===== config.mk =====
export PLATFORM = sky130hd
export DESIGN_NAME = sdram_port_arbiter
export DESIGN_NICKNAME = d
export VERILOG_FILES = /design/src/rtl/sdram_port_arbiter.sv
export SDC_FILE = /design/constraint.sdc
export NUM_CORES = 1
export LEC_CHECK = 0
export ABC_CLOCK_PERIOD_IN_PS = 2300
export BUFFER_PORTS_ARGS = -buffer_cell sky130_fd_sc_hd__buf_4
export CAP_MARGIN = 25
export CORE_AREA = 2 2 101 103
export CTS_CLUSTER_SIZE = 25
export DETAILED_ROUTE_END_ITERATION = 8
export DIE_AREA = 0 0 103 105
export PLACE_DENSITY = 0.79
export SKIP_LAST_GASP = 1
export SLEW_MARGIN = 20
export SYNTH_ARGS = -nofsm -noshare
export SYNTH_HDL_FRONTEND = slang
export SYNTH_SLANG_ARGS = --single-unit

===== constraint.sdc =====
create_clock -name clk -period 2.3 [get_ports clk]
set_input_delay 0.46 -clock clk [delete_from_list [all_inputs] [get_ports clk]]
set_output_delay 0.46 -clock clk [all_outputs]
set_load 0.02 [all_outputs]

===== src/rtl/sdram_port_arbiter.sv =====
// Arbitrates a byte-wide download write port and two CPU read ports onto one toggle-handshake SDRAM port.
// Optional last-read hit cache per CPU is enabled with `define ARB_HIT_CACHE_EN.
module sdram_port_arbiter #(
   parameter int AW      = 22,
   parameter int TIMEOUT = 255
) (
   input  logic          clk,
   input  logic          reset_n,
   input  logic          dl_wr,
   input  logic [AW:0]   dl_addr,
   input  logic [7:0]    dl_data,
   output logic          dl_busy,
   output logic          dl_overrun,
   input  logic          cpu0_rd,
   input  logic [AW-1:0] cpu0_addr,
   output logic [15:0]   cpu0_q,
   output logic          cpu0_valid,
   input  logic          cpu1_rd,
   input  logic [AW-1:0] cpu1_addr,
   output logic [15:0]   cpu1_q,
   output logic          cpu1_valid,
   output logic          mem_req,
   input  logic          mem_ack,
   output logic [AW-1:0] mem_addr,
   output logic          mem_we,
   output logic [1:0]    mem_ds,
   output logic [15:0]   mem_d,
   input  logic [15:0]   mem_q,
   output logic          timeout_err
);

   typedef enum logic {S_IDLE, S_WAIT} state_t;

   localparam logic [7:0] TMO_LIMIT = 8'(TIMEOUT);

   state_t          state_q;
   logic            mem_req_q, mem_we_q;
   logic [AW-1:0]   mem_addr_q;
   logic [1:0]      mem_ds_q;
   logic [15:0]     mem_d_q;
   logic [7:0]      tmo_cnt_q, tmo_cnt_d;
   logic            op_rd_q, op_cpu1_q, last_grant_q;
   logic            dl_busy_q, dl_overrun_q, timeout_err_q;
   logic [AW:0]     dl_addr_q;
   logic [7:0]      dl_data_q;
   logic [15:0]     cpu0_data_q, cpu1_data_q;
   logic            cpu0_valid_q, cpu1_valid_q;

   logic            rd0_act, rd1_act, cpu_req, sel1, hit;
   logic [AW-1:0]   sel_addr;
   logic            grant_dl, grant_cpu, hit_serve, ack_seen, done, abort;

   // A requester whose valid is high this cycle is still holding rd; ignore it so it is not served twice.
   assign rd0_act   = cpu0_rd & ~cpu0_valid_q;
   assign rd1_act   = cpu1_rd & ~cpu1_valid_q;
   assign cpu_req   = rd0_act | rd1_act;
   assign sel1      = (rd0_act && rd1_act) ? ~last_grant_q : rd1_act;
   assign sel_addr  = sel1 ? cpu1_addr : cpu0_addr;

   assign grant_dl  = (state_q == S_IDLE) && dl_busy_q;
   assign grant_cpu = (state_q == S_IDLE) && !dl_busy_q && cpu_req && !hit;
   assign hit_serve = (state_q == S_IDLE) && !dl_busy_q && cpu_req && hit;
   assign ack_seen  = (mem_ack == mem_req_q);
   assign tmo_cnt_d = tmo_cnt_q + 8'd1;
   assign done      = (state_q == S_WAIT) && ack_seen;
   assign abort     = (state_q == S_WAIT) && !ack_seen && (tmo_cnt_d == TMO_LIMIT);

`ifdef ARB_HIT_CACHE_EN
   logic [AW-1:0] tag0_q, tag1_q;
   logic          tag0_v_q, tag1_v_q;

   assign hit = sel1 ? (tag1_v_q && (tag1_q == cpu1_addr))
                     : (tag0_v_q && (tag0_q == cpu0_addr));

   // Tags mirror the address behind cpuN_q; any write or aborted access may make them stale.
   always_ff @(posedge clk) begin
      if (!reset_n) begin
         tag0_q   <= '0;
         tag1_q   <= '0;
         tag0_v_q <= 1'b0;
         tag1_v_q <= 1'b0;
      end else if (grant_dl || abort) begin
         tag0_v_q <= 1'b0;
         tag1_v_q <= 1'b0;
      end else if (done && op_rd_q) begin
         if (op_cpu1_q) begin
            tag1_q   <= mem_addr_q;
            tag1_v_q <= 1'b1;
         end else begin
            tag0_q   <= mem_addr_q;
            tag0_v_q <= 1'b1;
         end
      end
   end
`else
   assign hit = 1'b0;
`endif

   // NOTE: reset is synchronous, so it lives inside the clocked block and every state bit uses <=.
   always_ff @(posedge clk) begin
      if (!reset_n) begin
         state_q       <= S_IDLE;
         mem_req_q     <= mem_ack;
         mem_addr_q    <= '0;
         mem_we_q      <= 1'b0;
         mem_ds_q      <= 2'b00;
         mem_d_q       <= '0;
         tmo_cnt_q     <= '0;
         op_rd_q       <= 1'b0;
         op_cpu1_q     <= 1'b0;
         last_grant_q  <= 1'b1;
         dl_busy_q     <= 1'b0;
         dl_overrun_q  <= 1'b0;
         dl_addr_q     <= '0;
         dl_data_q     <= '0;
         timeout_err_q <= 1'b0;
         cpu0_data_q   <= '0;
         cpu1_data_q   <= '0;
         cpu0_valid_q  <= 1'b0;
         cpu1_valid_q  <= 1'b0;
      end else begin
         cpu0_valid_q <= 1'b0;
         cpu1_valid_q <= 1'b0;

         // The holding register can be refilled on the same edge it is handed to the SDRAM port.
         if (dl_wr && (!dl_busy_q || grant_dl)) begin
            dl_addr_q <= dl_addr;
            dl_data_q <= dl_data;
            dl_busy_q <= 1'b1;
         end else begin
            if (dl_wr)    dl_overrun_q <= 1'b1;
            if (grant_dl) dl_busy_q    <= 1'b0;
         end

         case (state_q)
            S_IDLE: begin
               if (grant_dl) begin
                  mem_addr_q <= dl_addr_q[AW:1];
                  mem_we_q   <= 1'b1;
                  mem_ds_q   <= {dl_addr_q[0], ~dl_addr_q[0]};
                  mem_d_q    <= {2{dl_data_q}};
                  mem_req_q  <= ~mem_req_q;
                  tmo_cnt_q  <= '0;
                  op_rd_q    <= 1'b0;
                  state_q    <= S_WAIT;
               end else if (grant_cpu) begin
                  mem_addr_q   <= sel_addr;
                  mem_we_q     <= 1'b0;
                  mem_ds_q     <= 2'b11;
                  mem_req_q    <= ~mem_req_q;
                  tmo_cnt_q    <= '0;
                  op_rd_q      <= 1'b1;
                  op_cpu1_q    <= sel1;
                  last_grant_q <= sel1;
                  state_q      <= S_WAIT;
               end else if (hit_serve) begin
                  if (sel1) cpu1_valid_q <= 1'b1;
                  else      cpu0_valid_q <= 1'b1;
                  last_grant_q <= sel1;
               end
            end
            S_WAIT: begin
               if (ack_seen) begin
                  state_q <= S_IDLE;
                  if (op_rd_q) begin
                     if (op_cpu1_q) begin
                        cpu1_data_q  <= mem_q;
                        cpu1_valid_q <= 1'b1;
                     end else begin
                        cpu0_data_q  <= mem_q;
                        cpu0_valid_q <= 1'b1;
                     end
                  end
               end else if (abort) begin
                  timeout_err_q <= 1'b1;
                  mem_req_q     <= mem_ack;
                  state_q       <= S_IDLE;
                  if (op_rd_q) begin
                     if (op_cpu1_q) begin
                        cpu1_data_q  <= 16'hFFFF;
                        cpu1_valid_q <= 1'b1;
                     end else begin
                        cpu0_data_q  <= 16'hFFFF;
                        cpu0_valid_q <= 1'b1;
                     end
                  end
               end else begin
                  tmo_cnt_q <= tmo_cnt_d;
               end
            end
            default: state_q <= S_IDLE;
         endcase
      end
   end

   assign dl_busy     = dl_busy_q;
   assign dl_overrun  = dl_overrun_q;
   assign cpu0_q      = cpu0_data_q;
   assign cpu0_valid  = cpu0_valid_q;
   assign cpu1_q      = cpu1_data_q;
   assign cpu1_valid  = cpu1_valid_q;
   assign mem_req     = mem_req_q;
   assign mem_addr    = mem_addr_q;
   assign mem_we      = mem_we_q;
   assign mem_ds      = mem_ds_q;
   assign mem_d       = mem_d_q;
   assign timeout_err = timeout_err_q;

endmodule


======== Word level (Yosys, flattened, before mapping) ========
Cells that the tools add are included.
W data, S select, Z words.
storage, ports and cells
  input port bits ......................... 97
  output and inout port bits .............. 79
  flip-flop bits (word level) ............. 122
operators by class
  eq/ne operators ......................... 14
  reduce and logical (&&, ||, !) cells .... 22
  multiplexer cells ....................... 50
  bitwise gates (word level) .............. 12
  add/sub/neg operators ................... 1
operators by type and width
  kind                   number
  $mux W16               12
  $mux W22               3
  $mux W8                4
  $mux W1                24
  $ne A2 B2 Y1 const B   8
  $pmux W8 S2            1
  $reduce_and A3 Y1      4
  $reduce_and A6 Y1      2
  $not A1 Y1             9
  $add A8 B1 Y8 const B  1
  $eq A8 B8 Y1 const B   1
  $pmux W1 S2            4
  $logic_and A1 B1 Y1    7
  $ne A3 B3 Y1 const B   2
  $reduce_and A2 Y1      3
  $reduce_bool A2 Y1     3
  $mux W2                2
  $ne A4 B4 Y1 const B   1
  $ne A3 B2 Y1 const B   1
  $and A1 B1 Y1          2
  $logic_not A1 Y1       2
  $eq A1 B1 Y1           1
  $logic_or A1 B1 Y1     1
  $or A1 B1 Y1           1

======== Logic depth before layout (Yosys ltp) ========
Gate-level depths: netlist of run 1.
  depth in word-level cells ............... 8
  depth in mapped cells ................... 10
  depth with buffers taken out ............ 8

======== Least setup slack after synthesis of run 1 ========
OpenSTA, ideal clock, no wires.
  kind .................................... flip-flop to flip-flop
  from .................................... reg tmo_cnt_q[1]
  to ...................................... reg cpu0_data_q[10] (netlist: cpu0_q[10])
  slack ................................... 0.295 ns
  arrival ................................. 1.947 ns
  cell stages (with the launch flop) ...... 10
  buffers on the path ..................... 2
  data required time ...................... 2.242 ns
  cell sequence ........................... dfxtp_1 ha_1 nand2b_1 o21ai_1 a31oi_1 or2_1 buf_6 a211oi_4 buf_6 o221a_2
on the way
  word-level cells in the longest chain between the ends .. 5
ends and longest elaborated chain
  item                                                                 RTL line  RTL
  start, declared                                                      41        logic [7:0] tmo_cnt_q, tmo_cnt_d;
  start signal, assigned                                               188       tmo_cnt_q <= tmo_cnt_d;
  $add A8 B1 Y8 (*)                                                    64        assign tmo_cnt_d = tmo_cnt_q + 8'd1;
  $eq A8 B8 Y1 (*)                                                     66        assign abort = (state_q == S_WAIT) && !ack_seen && (tmo_cnt_d == TMO_LIMIT);
  $logic_and A1 B1 Y1 (*)                                              66
  $ne A2 B2 Y1 (no source line) or $reduce_bool A2 Y1 (tied branches)  -
  $reduce_and A6 Y1 (no source line) (*)                               -
  end signal, assigned                                                 170       cpu0_data_q <= mem_q;
  end, declared                                                        46        logic [15:0] cpu0_data_q, cpu1_data_q;
Every way passes the cells marked *; elsewhere a longest branch is shown, timed or not.
A chain may end at the register's enable or synchronous reset.

======== Worst setup path in the final report of run 1 ========
  from .................................... reg tmo_cnt_q[1]
  to ...................................... reg cpu1_data_q[4] (netlist: cpu1_q[4])
on the way
  word-level cells in the longest chain between the ends .. 5
ends and longest elaborated chain
  item                                                                 RTL line  RTL
  $add A8 B1 Y8 (*)                                                    64
  $eq A8 B8 Y1 (*)                                                     66
  $logic_and A1 B1 Y1 (*)                                              66
  $ne A2 B2 Y1 (no source line) or $reduce_bool A2 Y1 (tied branches)  -
  $reduce_and A6 Y1 (no source line) (*)                               -
  end signal, assigned                                                 167       cpu1_data_q <= mem_q;
  end, declared                                                        46
Marks and branches as above.

==> metrics.txt, run 1 <==
most frequent cells in the layout=187 x buf_4, 113 x dfxtp_1, 97 x nand2_1, 71 x a21oi_1, 37 x nor2_1; fin cells=832; worst vdd ir=0.4589 mV; max-cap violations=0; gr usage total=23.24%; grt ovf=0; yosys warns=0; total chip power=5.505 mW; crit path max fanout=8; clk slew on worst S/H paths=0.06 ns; Post-CTS Hold Fix Bufs=0; drt drc=0; worst skew pair latency=0.51 ns; Tmin final=2.197 ns; via count=4471; CTS max path bufs=2; final instance area=0.006674 mm^2; DR WL/cell=15.09 um; detailed placer's ending HPWL=8777 um; P_leak=2.981 nW; Worst Setup End Kind=flip-flop; core region area=0.009639 mm^2; Inst Count DP=798; routability cong.=0.9330; die area=0.01082 mm^2; worst path arrival time=2.64 ns; final setup TNS=0 ns; ant diodes=0; drt first pass iters=4; Pwr Density=824.9 mW/mm^2; number of flops mapped to enable cells by yosys=1; post-synthesis sequential area ratio=48.88%; CP Depth=8; Synth Flop Type=dfxtp_1; Crit path largest cell delay=0.43 ns; Worst-Margin Slew=0.9182 ns; Starting Density=48.65%; Placement Cell Area=0.006083 mm^2; status=finished clean; Top delay family on crit path=compound AO/OA/AOI/OAI gates; Synth Register Bits=114; Tcrit/Tclk final=95.53%; most common cell after layout, fill and taps aside=buf_4; reg2reg path depth=8; slowest CP cell=dfxtp_1; Area growth syn-to-layout=42.32%; Worst EP required=2.75 ns; Layout Nets=785; final hold slack=0.1844 ns; CP Buf/Inv Count=1; TritonCTS Buffers=17; CTS tree=yes; syn_area_per_cell=8.949 um^2; clk_skew=0.009555 ns; Fin. Hold Viols=0; gate count after technology mapping=524; # IOs=176; Worst Hold Depth=3; Async S/R FF share, synth=0%; largest net degree at the start of global routing=44; DRT iter0 DRCs=224; Hold Crit Class=input pin to flip-flop; vias in the first global route=4193; Worst slew margin=38.63%; fraction of layout cells with a size suffix above 1=35.91%; initial antenna violation count=0; RSZ-0062 raised after global routing=no; Die W=103 um; Post-Syn Nets=623; drt total wl=12560 um; Yosys cell types=45; Slew Limit Fails=0; Clock Tree Root=clkbuf_8; row count=36; Final setup viols=0; Worst setup SP type=flip-flop; # H-tree levels=4; Synth Cell Area=0.004689 mm^2; CP cell instances=ha_2 -> nand2b_1 -> o21ai_1 -> a31oi_1 -> or2_1 -> a211oi_4 -> buf_4 -> o221a_1; fmax=455.2 MHz; Vias per Instance=5.374; floorplan die height=105 um; crit path kind=flip-flop to flip-flop; global-route wire length before repair=19830 um; total clock sinks=114; ANT nets after route=0; # port buffers=175
==> worst paths after layout <==
kind | from | end | slack [ns]
max | tmo_cnt_q[1] | cpu1_q[4] | 0.10
min reg2reg | dl_data_q[1] | mem_d[9] | 0.45
min | dl_wr | dl_busy | 0.18
max reg2reg | tmo_cnt_q[1] | cpu1_q[4] | 0.10
==> sequential cells by signal (all words and copies together) (netlist names) <==
name	flops
cpu0_q	16
op_rd_q	1
last_grant_q	1
mem_ds	2
timeout_err	1
cpu1_valid	1
mem_addr	22
mem_we	1
dl_data_q	8
mem_d	8
cpu0_valid	1
mem_req	1
dl_addr_q	23
op_cpu1_q	1
state_q	1
tmo_cnt_q	8
dl_overrun	1
dl_busy	1
cpu1_q	16
==> synthesized netlist by cell type (all sizes together), types with 2 or more instances <==
cell,instances,area [um^2]
nand3,5,30.03
nand2,97,364.1
and2,3,18.77
o221a,32,360.4
nand2b,6,37.54
a221oi,15,131.4
dfxtp,113,2262
and3,2,12.51
a31oi,4,25.02
o22a,7,61.31
nand4,2,12.51
nor2,37,138.9
inv,21,78.83
o21ai,9,45.04
clkbuf,32,120.1
a211oi,2,40.04
ha,2,25.02
mux2i,24,240.2
o21a,2,15.01
a21oi,71,355.3
o211ai,2,15.01
or3,3,18.77
nor3,3,15.01
buf,15,111.4
==> power by group <==
part / internal (mW) / leakage (nW) / switching (mW)
sequential: 2.09 / 0.934 / 0.0787
clock: 1.55 / 0.275 / 0.969
combinational: 0.377 / 1.77 / 0.439
total: 4.02 / 2.98 / 1.49
==> cell type report <==
cell class / instances / area, um^2
Timing Repair Buffer: 190 / 1459
Multi-Input combinational cell: 342 / 2105
Clock inverter: 15 / 158.9
Inverter: 21 / 78.83
Clock buffer: 17 / 414.1
Tap cell: 133 / 166.4
Sequential cell: 114 / 2292
Fill cell: 753 / 2965
==> layer usage <==
layer | vias to the layer above | wire length [um] | track usage, %
met4 | 0 | 218 | 9.023
met3 | 22 | 1084 | 7.090
met1 | 2072 | 5324 | 28.31
met5 | - | 0 | 0
met2 | 201 | 5929 | 37.99
li1 | 2176 | - | -
==> cells by family after synthesis <==
group / count (synthesis) / share of synthesized area [%]
fa+ha+maj: 2 / 0.5335
xor+xnor: 1 / 0.3469
simple gates: 161 / 14.27
compound gates: 154 / 24.23
flops: 114 / 48.88
buf+inv: 68 / 6.617
mux: 24 / 5.123
==> stage by stage <==
step / worst slack (ns) / util [%]
finish: 0.1029 / 69.24
global route: 0.01950 / 69.24
CTS: 0.1193 / 69.21
detailed placement: -0.05042 / 63.11
global placement: 0.04489 / 62.95
floorplan: 0.2950 / -
==> worst reg2reg max path: stages (launching register included) <==
cell and delay [ns]:
dfxtp_1 0.43, ha_2 0.28, nand2b_1 0.08, o21ai_1 0.14, a31oi_1 0.14, or2_1 0.35
a211oi_4 0.31, buf_4 0.21, o221a_1 0.19
==> repair_timing <==
item	in CTS	in global routing
pin swaps	1	0
resized for setup	0	1
setup endpoints to repair	16	29
setup buffers	2	0
Note: power is estimated with default switching activity, not from simulation.
==> run 2, diff against run 1 <==
CELL_PAD_IN_SITES_DETAIL_PLACEMENT = 1   (was not set)
CELL_PAD_IN_SITES_GLOBAL_PLACEMENT = 1   (was not set)
CORE_AREA = 2 2 118 120   (was 2 2 101 103)
DIE_AREA = 0 0 120 122   (was 0 0 103 105)
==> metrics.txt, run 2 (same netlist as run 1, synthesis figures left out) <==
status=finished clean; crit path kind=flip-flop to flip-flop; Post-CTS Hold Fix Bufs=0; Reg power frac=37.6%; reg2reg start=tmo_cnt_q[0]; Tcrit/Tclk final=94.04%; max-cap violations=0; Worst Setup End Kind=flip-flop; final core occ=50.33%; Inst Count DP=848; CTS tree=yes; buffers inserted by post-CTS timing repair=0; floorplan die height=122 um; Pwr Density=851.6 mW/mm^2; fin cells=881; internal power=4.350 mW; global-route wire length before repair=24080 um; Hold Crit Class=input pin to flip-flop; largest net degree at the start of global routing=44; detailed placer's ending HPWL=10720 um; Placement Cell Area=0.006147 mm^2; Largest Register=dl_addr_q; clk slew on worst S/H paths=0.05 ns; total clock sinks=114; final instance area=0.006797 mm^2; drt drc=0; TritonCTS Buffers=17; row count=43; drt first pass iters=5; most frequent cells in the layout=190 x buf_4, 113 x dfxtp_1, 97 x nand2_1, 71 x a21oi_1, 37 x nor2_1; Layout Nets=787; crit path max fanout=16; Starting Density=34.73%; sw power=1.438 mW; vias in the first global route=4771; initial antenna violation count=0; Clock Tree Root=clkbuf_16; Crit path largest cell delay=0.43 ns; Worst EP required=2.65 ns; slowest CP cell=dfxtp_1; CTS max path bufs=2; crit path from=tmo_cnt_q[0]; Final setup viols=0; Switching Fraction=24.84%; # port buffers=175; worst skew pair latency=0.41 ns; final setup TNS=0 ns; Worst slew margin=40.68%; via count=4508; PostCTS Resize Cnt=0; ant diodes=0; # IOs=176; max reg flops=23; Worst-Margin Slew=0.8892 ns; total chip power=5.788 mW; Area growth syn-to-layout=44.93%; fillers=1554; clk_skew=0.007760 ns; Tmin final=2.163 ns; Clock Power Share=47.7%; Die W=120 um; Worst setup SP type=flip-flop; ANT nets after route=0; worst path arrival time=2.51 ns; most common cell after layout, fill and taps aside=buf_4; grt ovf=0; worst vdd ir=0.6815 mV; die area=0.01464 mm^2; # H-tree levels=4; DR WL/cell=17.06 um; Comb pwr share=14.6%; Slew Limit Fails=0; fraction of layout cells with a size suffix above 1=36.23%; routability cong.=0.8232; P_leak=3.026 nW; core region area=0.01350 mm^2; RSZ-0062 raised after global routing=no; Vias per Instance=5.117; hold path start=dl_data[3]; Fin. Hold Viols=0; gr usage total=20.99%; DRT iter0 DRCs=245; drt total wl=15030 um; CP cell instances=ha_2 -> nand2b_1 -> o21ai_1 -> a31oi_1 -> or2_4 -> a211oi_4 -> buf_4 -> o221a_1; fmax=462.3 MHz
==> run 2: cell types whose count changed in the layout (fill, tap and decap cells not counted), moves of 3 or more <==
cell        change
clkinv_4        -3
buf_4           +3
clkbuf_8        +3
inv_6           -3
clkinvlp_4      -3
==> run 2: per-layer routing <==
layer  routed length (um)  track usage, %  up-vias
met5                    0               0        -
met4                  195           7.941        0
met3                 1061           5.993       15
met2                 7332           36.01      155
met1                 6437           24.91     2161
li1                     -               -     2177
==> run 2: final timing paths <==
kind	to	cells after the start	slack, ns
worst max register to register	cpu0_q[12]	8	0.14
worst min-delay path	dl_data_q[3]	3	0.30
worst max-delay path	cpu0_q[12]	8	0.14
worst min register to register	dl_addr_q[4]	2	0.46
==> run 2: worst max-delay path: cells and delay by family, from the launching register on <==
kind / cells / cell delay (ns)
DFF: 1 / 0.43
adders and majority gates: 1 / 0.29
buffers and inverters: 1 / 0.26
and+or+nand+nor: 2 / 0.41
AOI/OAI and AO/OA: 4 / 0.70
==> run 2: stage by stage <==
step | hold WS, ns | setup WS (ns)
floorplan | 0.4322 | 0.2950
global placement | 0.4397 | 0.1178
detailed placement | 0.4482 | 0.03453
CTS | 0.2793 | 0.004311
global route | 0.3012 | 0.01279
finish | 0.2995 | 0.1371
==> run 2: power groups by stage <==
stage               Sequential, mW  Clock [mW]  Combinational, mW
finish                        2.18        2.76              0.846
global route                  2.19        2.90              0.928
CTS                           2.18        2.83              0.850
detailed placement            2.22           0              0.846
global placement              2.21           0              0.819
floorplan                     2.28           0              0.377
==> run 2: final cells by class <==
cell class	instances	area (um^2)	area share (%)
Timing Repair Buffer	191	1446	21.28
Tap cell	180	225.2	3.314
Inverter	21	78.83	1.160
Sequential cell	114	2292	33.73
Clock inverter	9	123.9	1.823
Multi-Input combinational cell	343	2121	31.20
Clock buffer	23	509.2	7.493
